**src/rtl/player_action_fsm_if.sv**
```systemverilog
// Per-player control bundle: frame strobe, debounced buttons and hit reports in,
// registered action state and sprite index out.
interface player_action_fsm_if #(
   parameter int INPUT_DEPTH        = 5,
   parameter int STATE_DEPTH        = 3,
   parameter int SPRITE_INDEX_DEPTH = 4
);
   logic                          frame_tick;
   logic [INPUT_DEPTH-1:0]        player_buttons;
   logic                          player_attack_connected;
   logic                          opponent_attack_connected;
   logic                          round_restart;
   logic [STATE_DEPTH-1:0]        state;
   logic [SPRITE_INDEX_DEPTH-1:0] sprite_index;
   logic                          actionable;
   logic                          state_changed;
   logic                          action_done;

   modport master (
      output frame_tick, player_buttons, player_attack_connected,
             opponent_attack_connected, round_restart,
      input  state, sprite_index, actionable, state_changed, action_done
   );

   modport slave (
      input  frame_tick, player_buttons, player_attack_connected,
             opponent_attack_connected, round_restart,
      output state, sprite_index, actionable, state_changed, action_done
   );
endinterface

```
**src/rtl/player_action_fsm.sv**
```systemverilog
// Player action state machine: per-frame state/sprite advance with press buffering,
// block-stun and sticky WIN/LOSE until a round restart.
module player_action_fsm #(
   parameter int INPUT_DEPTH        = 5,
   parameter int STATE_DEPTH        = 3,
   parameter int SPRITE_INDEX_DEPTH = 4,
   parameter int KICK_FRAMES        = 6,
   parameter int GRAB_FRAMES        = 5,
   parameter int F_WALK_FRAMES      = 4,
   parameter int B_WALK_FRAMES      = 4,
   parameter int BUFFER_FRAMES      = 3,
   parameter int BLOCK_STUN_FRAMES  = 2
) (
   input  logic              sys_clk,
   input  logic              sys_rst_n,
   player_action_fsm_if.slave pif
);
   localparam int SD = STATE_DEPTH;
   localparam int SW = SPRITE_INDEX_DEPTH;
   localparam int BW = $clog2(BUFFER_FRAMES + 1);
   localparam int TW = $clog2(BLOCK_STUN_FRAMES + 1);

   localparam int BIT_K  = 0;
   localparam int BIT_B  = 1;
   localparam int BIT_G  = 2;
   localparam int BIT_WB = 3;
   localparam int BIT_WF = 4;

   localparam logic [SW-1:0] KICK_LAST  = SW'(KICK_FRAMES - 1);
   localparam logic [SW-1:0] GRAB_LAST  = SW'(GRAB_FRAMES - 1);
   localparam logic [SW-1:0] F_LAST     = SW'(F_WALK_FRAMES - 1);
   localparam logic [SW-1:0] B_LAST     = SW'(B_WALK_FRAMES - 1);
   localparam logic [SW-1:0] SPRITE_MAX = {SW{1'b1}};
   localparam logic [BW-1:0] BUF_LOAD   = BW'(BUFFER_FRAMES);
   localparam logic [TW-1:0] STUN_LOAD  = TW'(BLOCK_STUN_FRAMES);

   typedef enum logic [SD-1:0] {
      ST_NOTHING = SD'(0),
      ST_WALK_F  = SD'(1),
      ST_WALK_B  = SD'(2),
      ST_BLOCK   = SD'(3),
      ST_KICK    = SD'(4),
      ST_GRAB    = SD'(5),
      ST_WIN     = SD'(6),
      ST_LOSE    = SD'(7)
   } state_e;

   state_e            state_q, state_d;
   logic [SW-1:0]     sprite_q, sprite_d;
   logic [TW-1:0]     stun_q, stun_d;
   logic              buf_valid_q, buf_valid_d;
   logic              buf_kick_q, buf_kick_d;
   logic [BW-1:0]     buf_cnt_q, buf_cnt_d;
   logic              pend_win_q, pend_win_d;
   logic              pend_lose_q, pend_lose_d;
   logic [1:0]        btn_prev_q, btn_prev_d;
   logic              changed_q, changed_d;
   logic              done_q, done_d;

   logic                   actionable_s;
   logic                   terminal_s;
   logic                   is_walk_s;
   logic                   capture_s;
   logic                   rise_k_s;
   logic                   rise_g_s;
   logic [INPUT_DEPTH-1:0] cand_s;
   state_e                 chosen_s;
   logic [SW-1:0]          walk_last_s;
   logic [SW-1:0]          walk_next_s;

   // Actionability decoded from registered state, stun and sprite position
   always_comb begin
      actionable_s = 1'b0;
      case (state_q)
         ST_NOTHING, ST_WALK_F, ST_WALK_B: actionable_s = 1'b1;
         ST_BLOCK:                         actionable_s = (stun_q == '0);
         ST_KICK:                          actionable_s = (sprite_q == KICK_LAST);
         ST_GRAB:                          actionable_s = (sprite_q == GRAB_LAST);
         default:                          actionable_s = 1'b0;
      endcase
   end

   assign terminal_s  = (state_q == ST_WIN) || (state_q == ST_LOSE);
   assign is_walk_s   = (state_q == ST_WALK_F) || (state_q == ST_WALK_B);
   assign rise_k_s    = pif.player_buttons[BIT_K] & ~btn_prev_q[0];
   assign rise_g_s    = pif.player_buttons[BIT_G] & ~btn_prev_q[1];
   assign capture_s   = ~actionable_s & ~terminal_s & (rise_k_s | rise_g_s);
   assign walk_last_s = (state_q == ST_WALK_F) ? F_LAST : B_LAST;
   assign walk_next_s = (sprite_q >= walk_last_s) ? '0 : sprite_q + SW'(1);

   // Candidate selection: live buttons merged with the buffered press, fixed priority
   always_comb begin
      cand_s        = pif.player_buttons;
      cand_s[BIT_K] = pif.player_buttons[BIT_K] | (buf_valid_q & buf_kick_q);
      cand_s[BIT_G] = pif.player_buttons[BIT_G] | (buf_valid_q & ~buf_kick_q);
      if (cand_s[BIT_K])       chosen_s = ST_KICK;
      else if (cand_s[BIT_B])  chosen_s = ST_BLOCK;
      else if (cand_s[BIT_G])  chosen_s = ST_GRAB;
      else if (cand_s[BIT_WB]) chosen_s = ST_WALK_B;
      else if (cand_s[BIT_WF]) chosen_s = ST_WALK_F;
      else                     chosen_s = ST_NOTHING;
   end

   // Next-state: hit latches, press buffer, then per-tick action priority
   always_comb begin
      state_d     = state_q;
      sprite_d    = sprite_q;
      stun_d      = stun_q;
      buf_valid_d = buf_valid_q;
      buf_kick_d  = buf_kick_q;
      buf_cnt_d   = buf_cnt_q;
      pend_win_d  = pend_win_q | pif.player_attack_connected;
      pend_lose_d = pend_lose_q | pif.opponent_attack_connected;
      btn_prev_d  = {pif.player_buttons[BIT_G], pif.player_buttons[BIT_K]};
      changed_d   = 1'b0;
      done_d      = 1'b0;

      if (pif.round_restart) begin
         state_d     = ST_NOTHING;
         sprite_d    = '0;
         stun_d      = '0;
         buf_valid_d = 1'b0;
         buf_kick_d  = 1'b0;
         buf_cnt_d   = '0;
         pend_win_d  = 1'b0;
         pend_lose_d = 1'b0;
         btn_prev_d  = 2'b00;
      end else begin
         // A press during non-actionable frames beats aging on the same tick
         if (capture_s) begin
            buf_valid_d = 1'b1;
            buf_kick_d  = rise_k_s;
            buf_cnt_d   = BUF_LOAD;
         end else if (pif.frame_tick && actionable_s) begin
            buf_valid_d = 1'b0;
            buf_cnt_d   = '0;
         end else if (pif.frame_tick && (buf_cnt_q != '0)) begin
            buf_cnt_d   = buf_cnt_q - BW'(1);
         end else if (pif.frame_tick) begin
            buf_valid_d = 1'b0;
         end else begin
            buf_valid_d = buf_valid_q;
         end

         if (pif.frame_tick) begin
            pend_win_d  = pif.player_attack_connected;
            pend_lose_d = pif.opponent_attack_connected;
            if (terminal_s) begin
               sprite_d = '0;
            end else if (pend_win_q) begin
               state_d  = ST_WIN;
               sprite_d = '0;
               stun_d   = '0;
            end else if (pend_lose_q && (state_q == ST_BLOCK)) begin
               stun_d   = STUN_LOAD;
               sprite_d = '0;
            end else if (pend_lose_q) begin
               state_d  = ST_LOSE;
               sprite_d = '0;
               stun_d   = '0;
            end else if (!actionable_s) begin
               sprite_d = (sprite_q == SPRITE_MAX) ? sprite_q : sprite_q + SW'(1);
               stun_d   = (stun_q == '0) ? stun_q : stun_q - TW'(1);
            end else begin
               state_d  = chosen_s;
               stun_d   = '0;
               sprite_d = ((chosen_s == state_q) && is_walk_s) ? walk_next_s : '0;
            end
            changed_d = (state_d != state_q);
            done_d    = actionable_s && ((state_q == ST_KICK) || (state_q == ST_GRAB));
         end else begin
            changed_d = 1'b0;
            done_d    = 1'b0;
         end
      end
   end

   // State register with asynchronous active-low reset
   always_ff @(posedge sys_clk or negedge sys_rst_n) begin
      if (!sys_rst_n) begin
         state_q     <= ST_NOTHING;
         sprite_q    <= '0;
         stun_q      <= '0;
         buf_valid_q <= 1'b0;
         buf_kick_q  <= 1'b0;
         buf_cnt_q   <= '0;
         pend_win_q  <= 1'b0;
         pend_lose_q <= 1'b0;
         btn_prev_q  <= 2'b00;
         changed_q   <= 1'b0;
         done_q      <= 1'b0;
      end else begin
         state_q     <= state_d;
         sprite_q    <= sprite_d;
         stun_q      <= stun_d;
         buf_valid_q <= buf_valid_d;
         buf_kick_q  <= buf_kick_d;
         buf_cnt_q   <= buf_cnt_d;
         pend_win_q  <= pend_win_d;
         pend_lose_q <= pend_lose_d;
         btn_prev_q  <= btn_prev_d;
         changed_q   <= changed_d;
         done_q      <= done_d;
      end
   end

   assign pif.state         = state_q;
   assign pif.sprite_index  = sprite_q;
   assign pif.actionable    = actionable_s;
   assign pif.state_changed = changed_q;
   assign pif.action_done   = done_q;
endmodule

```
**src/flat_wrapper.sv**
```systemverilog
// flat-port wrapper written by rule: the top's interface ports become plain ports
module player_action_fsm_flat 
#(
   parameter int INPUT_DEPTH        = 5,
   parameter int STATE_DEPTH        = 3,
   parameter int SPRITE_INDEX_DEPTH = 4,
   parameter int KICK_FRAMES        = 6,
   parameter int GRAB_FRAMES        = 5,
   parameter int F_WALK_FRAMES      = 4,
   parameter int B_WALK_FRAMES      = 4,
   parameter int BUFFER_FRAMES      = 3,
   parameter int BLOCK_STUN_FRAMES  = 2
)
  (sys_clk, sys_rst_n, pif_frame_tick, pif_player_buttons, pif_player_attack_connected, pif_opponent_attack_connected, pif_round_restart, pif_state, pif_sprite_index, pif_actionable, pif_state_changed, pif_action_done);
  player_action_fsm_if #(.INPUT_DEPTH(INPUT_DEPTH), .STATE_DEPTH(STATE_DEPTH), .SPRITE_INDEX_DEPTH(SPRITE_INDEX_DEPTH)) pif_i ();
  input  logic sys_clk;
  input  logic sys_rst_n;
  input wire logic [$bits(pif_i.frame_tick)-1:0] pif_frame_tick;
  input wire logic [$bits(pif_i.player_buttons)-1:0] pif_player_buttons;
  input wire logic [$bits(pif_i.player_attack_connected)-1:0] pif_player_attack_connected;
  input wire logic [$bits(pif_i.opponent_attack_connected)-1:0] pif_opponent_attack_connected;
  input wire logic [$bits(pif_i.round_restart)-1:0] pif_round_restart;
  output wire logic [$bits(pif_i.state)-1:0] pif_state;
  output wire logic [$bits(pif_i.sprite_index)-1:0] pif_sprite_index;
  output wire logic [$bits(pif_i.actionable)-1:0] pif_actionable;
  output wire logic [$bits(pif_i.state_changed)-1:0] pif_state_changed;
  output wire logic [$bits(pif_i.action_done)-1:0] pif_action_done;
  assign pif_i.frame_tick = pif_frame_tick;
  assign pif_i.player_buttons = pif_player_buttons;
  assign pif_i.player_attack_connected = pif_player_attack_connected;
  assign pif_i.opponent_attack_connected = pif_opponent_attack_connected;
  assign pif_i.round_restart = pif_round_restart;
  assign pif_state = pif_i.state;
  assign pif_sprite_index = pif_i.sprite_index;
  assign pif_actionable = pif_i.actionable;
  assign pif_state_changed = pif_i.state_changed;
  assign pif_action_done = pif_i.action_done;
  player_action_fsm #(.INPUT_DEPTH(INPUT_DEPTH), .STATE_DEPTH(STATE_DEPTH), .SPRITE_INDEX_DEPTH(SPRITE_INDEX_DEPTH), .KICK_FRAMES(KICK_FRAMES), .GRAB_FRAMES(GRAB_FRAMES), .F_WALK_FRAMES(F_WALK_FRAMES), .B_WALK_FRAMES(B_WALK_FRAMES), .BUFFER_FRAMES(BUFFER_FRAMES), .BLOCK_STUN_FRAMES(BLOCK_STUN_FRAMES)) u_core (.sys_clk(sys_clk), .sys_rst_n(sys_rst_n), .pif(pif_i));
endmodule
```
**config.mk**
```make
export PLATFORM = sky130hd
export DESIGN_NAME = player_action_fsm_flat
export DESIGN_NICKNAME = d
export VERILOG_FILES = /design/src/rtl/player_action_fsm_if.sv /design/src/rtl/player_action_fsm.sv /design/src/flat_wrapper.sv
export SDC_FILE = /design/constraint.sdc
export NUM_CORES = 1
export LEC_CHECK = 0
export CORE_ASPECT_RATIO = 0.5
export CORE_MARGIN = 2
export CORE_UTILIZATION = 45
export DETAILED_ROUTE_END_ITERATION = 16
export PLACE_DENSITY = 0.74
export SETUP_SLACK_MARGIN = 0.1
export SYNTH_ARGS = -nofsm -noshare
export SYNTH_HDL_FRONTEND = slang
export SYNTH_SLANG_ARGS = --single-unit
```
**constraint.sdc**
```tcl
create_clock -name sys_clk -period 1.9 [get_ports sys_clk]
set_input_delay 0.57 -clock sys_clk [delete_from_list [all_inputs] [get_ports sys_clk]]
set_output_delay 0.57 -clock sys_clk [all_outputs]
set_load 0.005 [all_outputs]
```
# Word level (Yosys, flattened, before mapping)
# Index checks and enable logic that the tools add are counted.
# Widths: inputs -> output; s select.
# classes
add_sub_neg	3
order_cmp	1
n_eq_ne	16
muxes	53
n_bitwise	16
reduce_logical	19
# op_table
op	count
$mux 4	10
$mux 3	13
$mux 2	13
$mux 1	16
$eq 3x3->1 const B	4
$eq 4x3->1 const B	2
$reduce_bool 4->1	2
$ne 7x2->1 const B	1
$and 1x1->1	6
$eq 3x2->1 const B	2
$ne 6x3->1 const B	1
$reduce_bool 2->1	3
$logic_and 1x1->1	5
$not 1->1	5
$or 1x1->1	5
$add 4x1->4 const B	1
$eq 4x4->1 const B	1
$ge 4x2->1 const B	1
$ne 4x2->1 const B	1
$pmux 1 s4	1
$reduce_and 2->1	2
$sub 2x1->2 const B	2
$eq 3x1->1 const B	1
$eq 3x3->1	1
other kinds (7)	9
# word_totals
register_bits	19
inputBits	11

# Logic depth before layout (Yosys ltp)
# Gate-level depths: netlist of run 1.
# logic_depth
word_depth	16
depth_mapped	8
ltp_nobuf	7

# Worst setup path after synthesis of run 1
# OpenSTA, ideal clock, no wires.
# synth_path
path_kind	register to output
start	register u_core.sprite_q[1] (netlist: u_core.pif.sprite_index[1])
end	output port pif_actionable
t_arrival_ns	1.422
t_required_ns	1.330
setup_slack_ns	-0.092
stages_incl_launch_ff	6
cell_sequence	dfrtp_1 -> nor4b_4 -> a21boi_2 -> or2_1 -> buf_6 -> inv_1
# synth_via
elab_chain_len	2
# synth_lines
item	line	rtl
start, declared	player_action_fsm.sv:49	logic [SW-1:0] sprite_q, sprite_d;
start signal, assigned	player_action_fsm.sv:194	sprite_q <= sprite_d;
$eq 4x3->1, on equally long branches	player_action_fsm.sv:78, player_action_fsm.sv:77	
$pmux 1 s4 *	player_action_fsm.sv:74	case (state_q)
end, declared	flat_wrapper.sv:25	output wire logic [$bits(pif_i.actionable)-1:0] pif_actionable;
# Every way passes the cells marked *; elsewhere a longest branch is shown, timed or not.

# Worst setup path after layout of run 1
# layout_path
start	register u_core.state_q[1] (netlist: u_core.pif.state[1])
end	output port pif_actionable
# layout_via
elab_chain_len	3
# layout_lines
item	line	rtl
start, declared	player_action_fsm.sv:48	state_e state_q, state_d;
start signal, assigned	player_action_fsm.sv:193	state_q <= state_d;
$eq 3x1->1 (tied with other cells)	player_action_fsm.sv:74	
$reduce_or 3->1	player_action_fsm.sv:74	
$pmux 1 s4 *	player_action_fsm.sv:74	
# Marked as above.

==> results of run 1 <==
==> how the worst max path moves through the flow <==
stage | endpoint | slack, ns | depth (start not counted)
global route | pif_actionable | -0.31 | 5
detailed placement | u_core.pif.state_changed | -0.46 | 6
CTS | pif_actionable | -0.27 | 5
finish | pif_actionable | -0.27 | 5
floorplan | pif_actionable | -0.03 | 5
global placement | u_core.pif.state_changed | -0.36 | 6
==> per-stage QoR <==
step	total power [mW]	instances	setup TNS [ns]	hold WS, ns
after CTS	1.11	259	-0.266	0.568
after detailed placement	0.773	245	-2.74	0.553
final	1.16	265	-0.280	0.562
after global routing	1.22	265	-0.357	0.601
after global placement	0.762	245	-2.22	0.529
after floorplan	0.624	155	-0.0307	0.274
==> cell families after synthesis <==
logic type                 share of synthesized area
DFF                                            0.345
buffers and inverters                         0.0734
and+or+nand+nor                                0.233
adders and majority gates                     0.0272
AOI/OAI and AO/OA                              0.302
xor gates and xnor gates                      0.0118
muxes                                        0.00816
==> power by group <==
| part | switching (mW) | internal [mW] |
|---|---|---|
| logic | 0.208 | 0.210 |
| clock network | 0.148 | 0.146 |
| registers | 0.0250 | 0.426 |
| total | 0.381 | 0.782 |
==> sequential cells by signal (all words and copies together), names as in the netlist <==
signal / count
u_core.btn_prev_q: 2
u_core.buf_cnt_q: 2
u_core.buf_kick_q: 1
u_core.buf_valid_q: 1
u_core.pend_lose_q: 1
u_core.pend_win_q: 1
u_core.pif.action_done: 1
u_core.pif.sprite_index: 4
u_core.pif.state: 3
u_core.pif.state_changed: 1
u_core.stun_q: 2
==> layout by cell type (no fill, tap or decap), types with 5 or more instances in the layout <==
| master | n |
|---|---|
| sky130_fd_sc_hd__nand3_1 | 6 |
| sky130_fd_sc_hd__buf_6 | 12 |
| sky130_fd_sc_hd__o21ai_0 | 5 |
| sky130_fd_sc_hd__nand2_1 | 7 |
| sky130_fd_sc_hd__dlygate4sd2_1 | 8 |
| sky130_fd_sc_hd__a21oi_1 | 10 |
| sky130_fd_sc_hd__buf_4 | 42 |
| sky130_fd_sc_hd__clkdlybuf4s50_1 | 6 |
| sky130_fd_sc_hd__nor2b_1 | 5 |
| sky130_fd_sc_hd__nor2_1 | 10 |
| sky130_fd_sc_hd__dfrtp_1 | 18 |
| sky130_fd_sc_hd__dlymetal6s2s_1 | 5 |
| sky130_fd_sc_hd__inv_1 | 6 |
==> area by class of cell <==
type,count,share of cell area
Tap cell,40,0.0222
Clock buffer,3,0.0183
Sequential cell,19,0.212
Timing Repair Buffer,74,0.288
Clock inverter,1,0.00222
Inverter,7,0.0117
Multi-Input combinational cell,121,0.446
==> worst max-delay path, delay by kind of cell, from the launching register on <==
family / cells / cell delay [ns]
AO/OA/AOI/OAI: 1 / 0.13
buffers and inverters: 2 / 0.16
flip-flops: 1 / 0.42
AND/OR/NAND/NOR: 2 / 0.62
==> layer usage <==
| layer | vias up | GRT usage |
|---|---|---|
| li1 | 725 | - |
| met1 | 789 | 0.319 |
| met2 | 106 | 0.429 |
| met3 | 32 | 0.0745 |
| met4 | 0 | 0.100 |
| met5 | - | 0 |
==> repair_timing <==
item,in CTS,in global routing
gates resized for setup,44,29
pin swaps,8,13
buffers inserted,10,8
setup endpoints to repair,15,12
==> metrics.log, run 1 <==
[metrics] total detailed-routing wirelength: 4890 µm
[metrics] Cell Area, Synth: 0.00138 mm²
[metrics] count of cell types in the netlist: 52
[metrics] 1st-iter DRT viols: 160
[metrics] clock buffer count from CTS: 3
[metrics] largest net degree at the start of global routing: 20
[metrics] highest routing layer actually used: met4
[metrics] combined area of the multi-input logic cells: ~0.001 mm²
[metrics] share of synthesized registers carrying an async set or reset: 1.00
[metrics] clock slew seen by the registers of the worst setup and hold paths: 0.08 ns
[metrics] Vias per Instance: about 6.2
[metrics] placer's final routability congestion estimate: about 0.94
[metrics] HPWL after detailed placement: ~2900 µm
[metrics] number of clock sinks: 19
[metrics] Filler Cell Count: 178
[metrics] worst setup slack for register-to-register paths: -0.01 ns
[metrics] Pleak: 1.03 nW
[metrics] Worst IR Drop VDD: between 400 and 500 µV
[metrics] average wire per cell in the routed design: 18.4 µm
[metrics] required time of the critical path: 1.33 ns
[metrics] Relative slew margins: 0.743
[metrics] leading post-synthesis cells by cell area: sky130_fd_sc_hd__dfrtp_1, sky130_fd_sc_hd__a21oi_1, sky130_fd_sc_hd__nor2_1
[metrics] top cell type's share of synthesized area: 0.345
[metrics] H-tree depth: 1
[metrics] list of most frequent post-synthesis cells: sky130_fd_sc_hd__dfrtp_1, sky130_fd_sc_hd__a21oi_1, sky130_fd_sc_hd__nor2_1
[metrics] Final ANT Viol Nets: 0
[metrics] startpoint of the worst setup timing path: u_core.pif.state[1]
[metrics] chain of cells forming the critical path: nor4b_4 -> a21boi_2 -> or2_4 -> inv_2 -> buf_2
[metrics] pins over their slew limit: 0
[metrics] Register-to-Register Path Depth: 7
[metrics] flip-flop and latch area: 477 µm²
[metrics] antenna violations before repair: 0
[metrics] Clock Tree Root: sky130_fd_sc_hd__clkbuf_8
[metrics] Fin. Hold Viols: 0
[metrics] Clk Latency, worst-skew pair: between 0.2 and 0.3 ns
[metrics] highest attainable clock frequency: 461 MHz
[metrics] post-route cell area: 0.00225 mm²
[metrics] element type at the critical path end: primary output
[metrics] Met2 Routed Length: 2390 µm
[metrics] pre-CTS setup slack: -0.460 ns
[metrics] overall routing resource usage: 0.260
[metrics] clock tree from TritonCTS: done
[metrics] r2r startpoint: u_core.pif.state[1]
[metrics] result of the run: finished, violations left
[metrics] count of pins on the block boundary: 21
[metrics] kind of start point of the critical path: register
[metrics] Area after DPL: approximately 0.0018 mm²
[metrics] die outline area: 0.00355 mm²
[metrics] ratio of total power to cell area: just over 500 mW/mm²
[metrics] count of flip-flops with a built-in enable after synthesis: 0
[metrics] library cell contributing the largest single delay on the critical path: sky130_fd_sc_hd__dfrtp_1
[metrics] startpoint of the worst hold path: u_core.buf_cnt_q[1]
[metrics] Final setup violation count: 2
[metrics] Chip Height: 43.2 µm
[metrics] Mapped Cells: around 160
[metrics] cell with the most instances after synthesis: sky130_fd_sc_hd__dfrtp_1
[metrics] number of cells on the worst hold path: 2
[metrics] largest fanout on the critical path: 2
[metrics] end of the worst register-to-register path: u_core.pif.state_changed
[metrics] Max-Cap Viols: 0
[metrics] final core utilization: 0.761
[metrics] failing checks: setup timing
[metrics] transition time at the pin with the least slew margin: 0.383 ns
[metrics] vias in the first global route: 1548
[metrics] M1 WL: about 1900 µm
[metrics] total length of routed met3 wires: 361 µm
[metrics] area added between synthesis and finish: 63.2%
[metrics] Arrival @ worst endpoint: 1.60 ns
[metrics] total of flip-flops plus latches after synthesis: 19
[metrics] synthesized area per cell: just under 9 µm²
[metrics] core area: 0.00296 mm²
[metrics] first-pass GRT wire length: 6910 µm
[metrics] dominant cell type by area after synthesis: sky130_fd_sc_hd__dfrtp_1
[metrics] WS Path Type: register to primary output
[metrics] post-cts hold buffer count: 0
[metrics] standard-cell rows: 14
[metrics] Remaining DRCs: 0
[metrics] deepest clock path buffer count: 2
[metrics] most instantiated flip-flop cell in the synthesis netlist: sky130_fd_sc_hd__dfrtp_1
[metrics] Layout Skew: 0.00333 ns
[metrics] count of nets after finishing: 240
[metrics] worst-case hold path end point: u_core.buf_cnt_q[1]
[metrics] Port Buf Inserts: 20
[metrics] total congestion overflow after global routing: 0
[metrics] Worst Hold Class: register to register
[metrics] unrepaired setup endpoints after global routing: true
[metrics] vias after detailed routing: 1652
[metrics] Crit path largest cell delay: 0.42 ns
[metrics] number of detailed-route iterations in the first pass: 5
[metrics] antenna diode instance count: 0
[metrics] min Tclk post-route: around 2.2 ns
[metrics] layout cell share with drive strength beyond 1: 0.444
[metrics] synthesis warning total: 0
[metrics] Synthesized Nets: 169
[metrics] Starting Density: 0.466
[metrics] final clock period utilization by the worst path: 1.14
[metrics] final worst setup slack: -0.268 ns
[metrics] DIE WIDTH: 82.3 µm
[metrics] sequential fraction of the synthesis area: 0.345
Note: power is estimated with default switching activity, not from simulation.
==> run 2, diff against run 1 <==
--- a/config.mk
+++ b/config.mk
@@ -11,6 +11,7 @@
 export DETAILED_ROUTE_END_ITERATION = 16
 export PLACE_DENSITY = 0.74
 export SETUP_SLACK_MARGIN = 0.1
+export SLEW_MARGIN = 30
 export SYNTH_ARGS = -nofsm -noshare
 export SYNTH_HDL_FRONTEND = slang
 export SYNTH_SLANG_ARGS = --single-unit
==> results of run 2 <==
Final layout, timing and power as in run 1 (identical DEF).
==> run 3, diff against run 2 <==
--- a/config.mk
+++ b/config.mk
@@ -5,11 +5,13 @@
 export SDC_FILE = /design/constraint.sdc
 export NUM_CORES = 1
 export LEC_CHECK = 0
+export CELL_PAD_IN_SITES_DETAIL_PLACEMENT = 1
+export CELL_PAD_IN_SITES_GLOBAL_PLACEMENT = 2
 export CORE_ASPECT_RATIO = 0.5
 export CORE_MARGIN = 2
-export CORE_UTILIZATION = 45
+export CORE_UTILIZATION = 29
 export DETAILED_ROUTE_END_ITERATION = 16
-export PLACE_DENSITY = 0.74
+export PLACE_DENSITY = 0.77
 export SETUP_SLACK_MARGIN = 0.1
 export SLEW_MARGIN = 30
 export SYNTH_ARGS = -nofsm -noshare
==> metrics.log, run 3 (synthesis gave the netlist of run 1 again) <==
[metrics] clock tree from TritonCTS: done
[metrics] deepest clock path buffer count: 2
[metrics] failing checks: setup timing
[metrics] global routing met3 resource utilization: 0.0360
[metrics] number of cells on the worst hold path: 2
[metrics] GRT met2 Usage: 0.339
[metrics] min Tclk post-route: around 2.1 ns
[metrics] area added between synthesis and finish: 67.6%
[metrics] highest attainable clock frequency: 474 MHz
[metrics] ratio of total power to cell area: 519 mW/mm²
[metrics] result of the run: finished, violations left
[metrics] number of detailed-route iterations in the first pass: 4
[metrics] Filler Cell Count: 516
[metrics] Max-Cap Viols: 0
[metrics] Vias per Instance: around 5.3
[metrics] required time of the critical path: 1.33 ns
[metrics] flip-flop count of the largest register after layout: 4
[metrics] largest fanout on the critical path: 2
[metrics] Clock Tree Root: sky130_fd_sc_hd__clkbuf_8
[metrics] relative contribution of sequential cells to total power: 0.376
[metrics] r2r startpoint: u_core.pif.sprite_index[1]
[metrics] chain of cells forming the critical path: nor4b_4 -> a21boi_2 -> or2_4 -> inv_2 -> buf_6
[metrics] WS Path Type: register to primary output
[metrics] leading cell type in the layout, fill and taps excluded: sky130_fd_sc_hd__buf_4
[metrics] core area: 0.00449 mm²
[metrics] Starting Density: 0.307
[metrics] startpoint of the worst hold path: u_core.buf_cnt_q[1]
[metrics] H-tree depth: 1
[metrics] Chip Height: about 53 µm
[metrics] Pint: ~0.80 mW
[metrics] total detailed-routing wirelength: 5150 µm
[metrics] kind of cell adding the most delay to the critical path: simple AND/OR/NAND/NOR gates
[metrics] Comb power frac: 0.370
[metrics] Pleak: roughly 1.0 nW
[metrics] end of the worst register-to-register path: u_core.pif.state_changed
[metrics] transition time at the pin with the least slew margin: 0.549 ns
[metrics] Port Buf Inserts: 20
[metrics] post-route cell area: 0.00231 mm²
[metrics] element type at the critical path end: primary output
[metrics] layout cell share with drive strength beyond 1: 0.482
[metrics] 1st-iter DRT viols: 87
[metrics] Switching Share: 0.333
[metrics] Final setup violation count: 7
[metrics] leading cell types in the layout, fill and taps excluded: sky130_fd_sc_hd__buf_4, sky130_fd_sc_hd__dfrtp_1, sky130_fd_sc_hd__buf_6, sky130_fd_sc_hd__a21oi_1
[metrics] Worst IR Drop VDD: 211 µV
[metrics] critical path buffer and inverter count: 2
[metrics] worst setup slack for register-to-register paths: -0.09 ns
[metrics] Area after DPL: 0.00187 mm²
[metrics] final worst setup slack: -0.208 ns
[metrics] Clk Latency, worst-skew pair: 0.27 ns
[metrics] antenna diode instance count: 0
[metrics] library cell contributing the largest single delay on the critical path: sky130_fd_sc_hd__dfrtp_1
[metrics] largest net degree at the start of global routing: 20
[metrics] Worst Hold Class: register to register
[metrics] post-route setup TNS: -0.489 ns
[metrics] pins over their slew limit: 0
[metrics] met1 layer usage reported by global route: 0.259
[metrics] first-pass GRT wire length: between 7000 and 8000 µm
[metrics] final core utilization: 0.515
[metrics] vias after detailed routing: approximately 1600
[metrics] Relative slew margins: 0.630
[metrics] Fin. Hold Viols: 0
[metrics] count of pins on the block boundary: 21
[metrics] unrepaired setup endpoints after global routing: true
[metrics] placer's final routability congestion estimate: 0.876
[metrics] Net Switching: 0.400 mW
[metrics] standard-cell rows: 17
[metrics] Register-to-Register Path Depth: 8
[metrics] DIE WIDTH: 102 µm
[metrics] overall power: 1.20 mW
[metrics] average wire per cell in the routed design: 17.5 µm
[metrics] count of nets after finishing: 243
[metrics] clock network fraction of total power: 0.255
[metrics] startpoint of the worst setup timing path: u_core.pif.sprite_index[1]
[metrics] final clock period utilization by the worst path: 1.11
[metrics] Arrival @ worst endpoint: 1.54 ns
[metrics] Layout Skew: 0.00463 ns
[metrics] vias in the first global route: 1577
[metrics] kind of start point of the critical path: register
[metrics] HPWL after detailed placement: 3310 µm
[metrics] antenna violations before repair: 0
[metrics] layer with the highest usage after global routing: met2
[metrics] overall routing resource usage: 0.195
[metrics] total congestion overflow after global routing: 0
[metrics] Final ANT Viol Nets: 0
[metrics] clock buffer count from CTS: 3
[metrics] Remaining DRCs: 0
[metrics] worst-case hold path end point: u_core.buf_cnt_q[1]
[metrics] clock slew seen by the registers of the worst setup and hold paths: 0.08 ns
[metrics] die outline area: about 0.0054 mm²
[metrics] worst-case hold slack: 0.543 ns
[metrics] number of clock sinks: 19
[metrics] Crit path largest cell delay: about 0.42 ns
==> run 3: cell types whose count changed in the layout (fill, tap and decap cells not counted), sizes merged <==
cell           before  now
clkbuf              3    5
clkdlybuf4s50       6    5
clkdlybuf4s15       0    1
dlygate4sd2         8    7
dlymetal6s2s        5    4
buf                55   58
==> run 3: metrics by stage <==
| stage | instances | worst slack [ns] |
|---|---|---|
| floorplan | 155 | -0.0307 |
| global placement | 270 | -0.372 |
| detailed placement | 270 | -0.421 |
| CTS | 291 | -0.234 |
| global route | 294 | -0.267 |
| finish | 294 | -0.208 |
==> run 3: cell type report <==
cell class | count | area, µm² | area share
Clock buffer | 3 | 41.3 | 0.0178
Sequential cell | 19 | 479 | 0.207
Timing Repair Buffer | 77 | 666 | 0.288
Clock inverter | 1 | 5.00 | 0.00216
Tap cell | 66 | 82.6 | 0.0357
Inverter | 7 | 26.3 | 0.0114
Multi-Input combinational cell | 121 | 1010 | 0.438
==> run 3: timing repair <==
action | CTS | global route
setup endpoints to repair | 16 | 18
setup buffers | 18 | 7
hold buffers | 0 | 0
gates resized for setup | 57 | 28
pin swaps | 22 | 18
==> run 3: power by group through the flow <==
stage	logic (mW)	clock network, mW	registers, mW
3_5_place_dp	0.322	0	0.454
2_1_floorplan	0.171	0	0.452
5_1_grt	0.481	0.324	0.455
3_3_place_gp	0.315	0	0.454
4_1_cts	0.401	0.308	0.450
6_report	0.444	0.306	0.451
==> run 3: worst max path at each step <==
stage	depth (start not counted)	end
2_1_floorplan	5	pif_actionable
3_3_place_gp	6	u_core.pif.state_changed
3_5_place_dp	6	u_core.pif.state_changed
4_1_cts	5	pif_actionable
5_1_grt	5	pif_actionable
6_report	5	pif_actionable
==> run 3: metal layers <==
layer | routed length, µm | part of all wire
met1 | 2380 | 0.46
met2 | 2460 | 0.48
met3 | 224 | 0.043
met4 | 92 | 0.018
met5 | 0 | 0
==> run 3: worst reg2reg max path, cell delays in order (launching register included) <==
cell and delay (ns):
sky130_fd_sc_hd__dfrtp_1 0.42, sky130_fd_sc_hd__nor4b_4 0.33, sky130_fd_sc_hd__a21boi_2 0.12, sky130_fd_sc_hd__or2_4 0.26, sky130_fd_sc_hd__buf_4 0.14, sky130_fd_sc_hd__buf_6 0.11
sky130_fd_sc_hd__buf_6 0.13, sky130_fd_sc_hd__a21o_1 0.16, sky130_fd_sc_hd__a311oi_2 0.23
